===== config.mk =====
export PLATFORM = sky130hd
export DESIGN_NAME = pipe_reg_mw
export DESIGN_NICKNAME = d
export VERILOG_FILES = /design/src/rtl/pipe_reg_mw.sv
export SDC_FILE = /design/constraint.sdc
export NUM_CORES = 1
export LEC_CHECK = 0
export ABC_AREA = 1
export CELL_PAD_IN_SITES_DETAIL_PLACEMENT = 1
export CELL_PAD_IN_SITES_GLOBAL_PLACEMENT = 1
export CORE_UTILIZATION = 30
export DETAILED_ROUTE_END_ITERATION = 10
export GPL_ROUTABILITY_DRIVEN = 0
export PLACE_DENSITY = 0.82
export SYNTH_ARGS = -nofsm -noshare
export SYNTH_HDL_FRONTEND = slang
export SYNTH_SLANG_ARGS = --single-unit

===== constraint.sdc =====
create_clock -name clk -period 4.1 [get_ports clk]
set_clock_uncertainty 0.2 [all_clocks]
set_input_delay 0.615 -clock clk [delete_from_list [all_inputs] [get_ports clk]]
set_output_delay 0.615 -clock clk [all_outputs]
set_load 0.1 [all_outputs]

===== src/rtl/pipe_reg_mw.sv =====
// MEM->WB pipeline register with load alignment,
// stall/flush handling and a retired-instruction counter.
module pipe_reg_mw #(
  parameter int W  = 32,
  parameter int CW = 32
) (
  input  logic          clk,
  input  logic          rst_n,
  input  logic          stallW,
  input  logic          flushW,
  input  logic          validM,
  input  logic [W-1:0]  aluresultM,
  input  logic [W-1:0]  readdataM,
  input  logic [W-1:0]  pcplus4M,
  input  logic [W-1:0]  immextM,
  input  logic [2:0]    funct3M,
  input  logic [4:0]    rdM,
  input  logic          regwriteM,
  input  logic [1:0]    resultsrcM,
  output logic [W-1:0]  aluresultW,
  output logic [W-1:0]  readdataW,
  output logic [W-1:0]  pcplus4W,
  output logic [W-1:0]  immextW,
  output logic [4:0]    rdW,
  output logic          regwriteW,
  output logic [1:0]    resultsrcW,
  output logic          validW,
  output logic [CW-1:0] retiredW
);

  logic [1:0]   off;
  logic [7:0]   bsel;
  logic [15:0]  hsel;
  logic [W-1:0] ldext;
  logic         is_lb;
  logic         is_lh;
  logic         is_lbu;
  logic         is_lhu;

  assign off    = aluresultM[1:0];
  assign is_lb  = (funct3M == 3'b000);
  assign is_lh  = (funct3M == 3'b001);
  assign is_lbu = (funct3M == 3'b100);
  assign is_lhu = (funct3M == 3'b101);

  always_comb begin
    bsel = readdataM[7:0];
    case (off)
      2'd1:    bsel = readdataM[15:8];
      2'd2:    bsel = readdataM[23:16];
      2'd3:    bsel = readdataM[31:24];
      default: bsel = readdataM[7:0];
    endcase
  end

  // off[0] is ignored: misaligned halves are not trapped
  assign hsel = off[1] ? readdataM[31:16]
                       : readdataM[15:0];

  always_comb begin
    ldext = readdataM;
    unique case (1'b1)
      is_lb:   ldext = {{(W-8){bsel[7]}}, bsel};
      is_lbu:  ldext = {{(W-8){1'b0}}, bsel};
      is_lh:   ldext = {{(W-16){hsel[15]}}, hsel};
      is_lhu:  ldext = {{(W-16){1'b0}}, hsel};
      default: ldext = readdataM;
    endcase
  end

  always_ff @(posedge clk) begin
    if (!rst_n) begin
      aluresultW <= '0;
      readdataW  <= '0;
      pcplus4W   <= '0;
      immextW    <= '0;
      rdW        <= '0;
      regwriteW  <= 1'b0;
      resultsrcW <= '0;
      validW     <= 1'b0;
      retiredW   <= '0;
    end else if (flushW) begin
      aluresultW <= '0;
      readdataW  <= '0;
      pcplus4W   <= '0;
      immextW    <= '0;
      rdW        <= '0;
      regwriteW  <= 1'b0;
      resultsrcW <= '0;
      validW     <= 1'b0;
    end else if (!stallW) begin
      aluresultW <= aluresultM;
      readdataW  <= ldext;
      pcplus4W   <= pcplus4M;
      immextW    <= immextM;
      rdW        <= rdM;
      regwriteW  <= regwriteM & validM
                    & (rdM != 5'd0);
      resultsrcW <= resultsrcM;
      validW     <= validM;
      if (validM)
        retiredW <= retiredW + 1'b1;
    end
  end

endmodule


==> qor.csv <==
metric,value,unit
drv_cap,0,
gr-usage-all-layers,22.4,%
clock-root-buffer,clkbuf_16,
vias,7874,
fin_nets,1456,
rsz0062_at_grt,false,
drtPass1Iterations,4,
rows,56,
seq_area_frac_synth,46.7,%
antenna_found_initial,1,
use_met2,40.8,%
min_to,aluresultW[17],
grt_overflow,0,
core,23500,sq um
synthCells,1030,
die_w,157,microns
crit_arrival,3060,ps
worstSetupStartpointType,input pin,
ys_types,36,
drt-initial-drc-count,373,
ir_drop,186,uV
post-cts-setup-buffers,0,
synthTopCellsByCount,"339 x nand2_1, 169 x dfxtp_1, 152 x a21oi_1",
yosys-top-cells-area,"dfxtp_1 47%, nand2_1 18%, a21oi_1 11%",
max_slew.worst_pin.slew,1140,ps
yosys.area.top_type,dfxtp_1,
min_period,2950,ps
synth_edf_count,0,
setup_viol,0,
route.detailed.wl_per_inst,17.2,microns
clock_latency,420,ps
ctsHoldBuffers,0,
crit_type,input pin to flop,
grt_max_degree,82,
post-route-util,47.5,%
viasPerCell,4.80,
r2r-end,retiredW[28],
portBuffers,312,
drive_gt1_share,5.37,%
antenna_left,0,
whs_path_depth,2,
ys_warn_count,0,
use_met3,5.34,%
cts_tree,yes,
yosys_most_used_dff,dfxtp_1,
yosysMostFrequentCell,nand2_1,
dieArea,24700,sq um
finalHoldViolations,0,
die_h,157,microns
required,4210,ps
synth_nets,1175,
cts_resized,0,
drc,0,
hpwl,20800,microns
clock_sinks,169,
ios,313,
relSlewSlack,23.7,%
fin_setup_tns,0,ps
htreeDepth,4,
path_clk_slew,60,ps
netlist.area_leader.share,46.7,%
grt_pass1_vias,7921,
area_delta_synth_final,54.6,%
initial_utilization,30.7,%
slew_viol_final,0,
min_path_type,flop to flop,
total_power,4300,uW
met1_usage,24.4,%
powerDensity,384,nW/um^2
status,finished clean,
fmax,339,MHz
p_leak,0.00421,uW
end_kind,flop,
grt_pass1_wl,42500,microns
reg2reg_from,retiredW[1],
synth-seq-cells,169,
fin_crit_sh,72.0,%
grt.busiest_layer,met2,
syn_area,7240,sq um
r2r_slack,2190,ps
rr_worst_depth,9,
wirelength,28300,microns
cts_made_buffers,17,
num_antenna_cells,0,
synth.avg_cell_area,7.03,sq um
path_max_fanout,20,
async_flop_share,0,%
clock_path_buffers,2,
hold_start,aluresultW[17],
-- how the worst max path moves through the flow --
stage / from / cells past startpoint / endpoint / slack, ps
6_report: funct3M[1] / 8 / readdataW[24] / 1150
5_1_grt: funct3M[1] / 8 / readdataW[27] / 900
4_1_cts: retiredW[26] / 1 / retiredW[26] / 1170
3_5_place_dp: funct3M[1] / 8 / readdataW[23] / 800
3_3_place_gp: funct3M[1] / 8 / readdataW[25] / 940
2_1_floorplan: retiredW[1] / 10 / retiredW[18] / 1670
-- power by group --
part	internal [uW]	switching (uW)	total, uW
Combinational	255	564	819
Sequential	1690	25.6	1710
Clock	1040	730	1770
-- layout make-up --
class,instances,area (sq um)
fill,2955,12400
sequential,169,3380
multi-input combinational,734,3330
timing repair buffer,319,3170
clock buffer,17,425
tap,319,399
inverter,70,267
clock inverter,14,208
-- worst max-delay path, cell delays in order --
cell and delay (ps):
clkdlybuf4s50_1 930, clkinv_1 620, nand2_1 240, nor2_1 100, nand2_2 260, nand3_1 120
nand2_1 110, inv_1 50
-- flip-flops by register name, indices dropped and copies added (netlist names), 2 cells and up --
name        flops
rdW             5
pcplus4W       32
retiredW       32
immextW        32
resultsrcW      2
readdataW      32
aluresultW     32
-- layout by cell type, fill, tap and decap left out, types with 3 or more instances in the layout --
master,instances
o21ai_0,37
nand4_1,10
nand2_1,339
a31oi_1,7
dfxtp_1,169
buf_4,8
inv_1,65
inv_6,6
nand2_2,7
o221ai_1,3
nand3_1,34
bufinv_16,4
nor2_1,94
clkbuf_16,17
nor2_4,4
a21oi_1,152
clkdlybuf4s50_1,311
xor2_1,6
o21ai_1,10
nor2_2,11
-- cell families after synthesis --
kind of cell	Yosys count	synth area share, %
simple gates	511	29.7
flops	169	46.7
xor+xnor	6	0.726
compound gates	216	15.5
buf+inv	127	7.17
fa+ha+maj	1	0.173
-- routing by layer --
layer  wire length, microns  share of wire [%]  vias to the layer above
li1                       -                  -                     3855
met1                  11100                 39                     3710
met2                  14000                 50                      253
met3                   2030                7.2                       56
met4                   1090                3.8                        0
met5                      0                  0                        -
-- stage by stage --
step | instances | setup WS, ps | hold slack [ps] | area, sq um
2_1_floorplan | 1030 | 1670 | 553 | 7240
3_3_place_gp | 1611 | 942 | 243 | 10600
3_5_place_dp | 1611 | 805 | 256 | 10600
4_1_cts | 1642 | 1170 | 267 | 11200
5_1_grt | 1642 | 904 | 282 | 11200
6_report | 1642 | 1150 | 264 | 11200
Note: power is estimated with default switching activity, not from simulation.
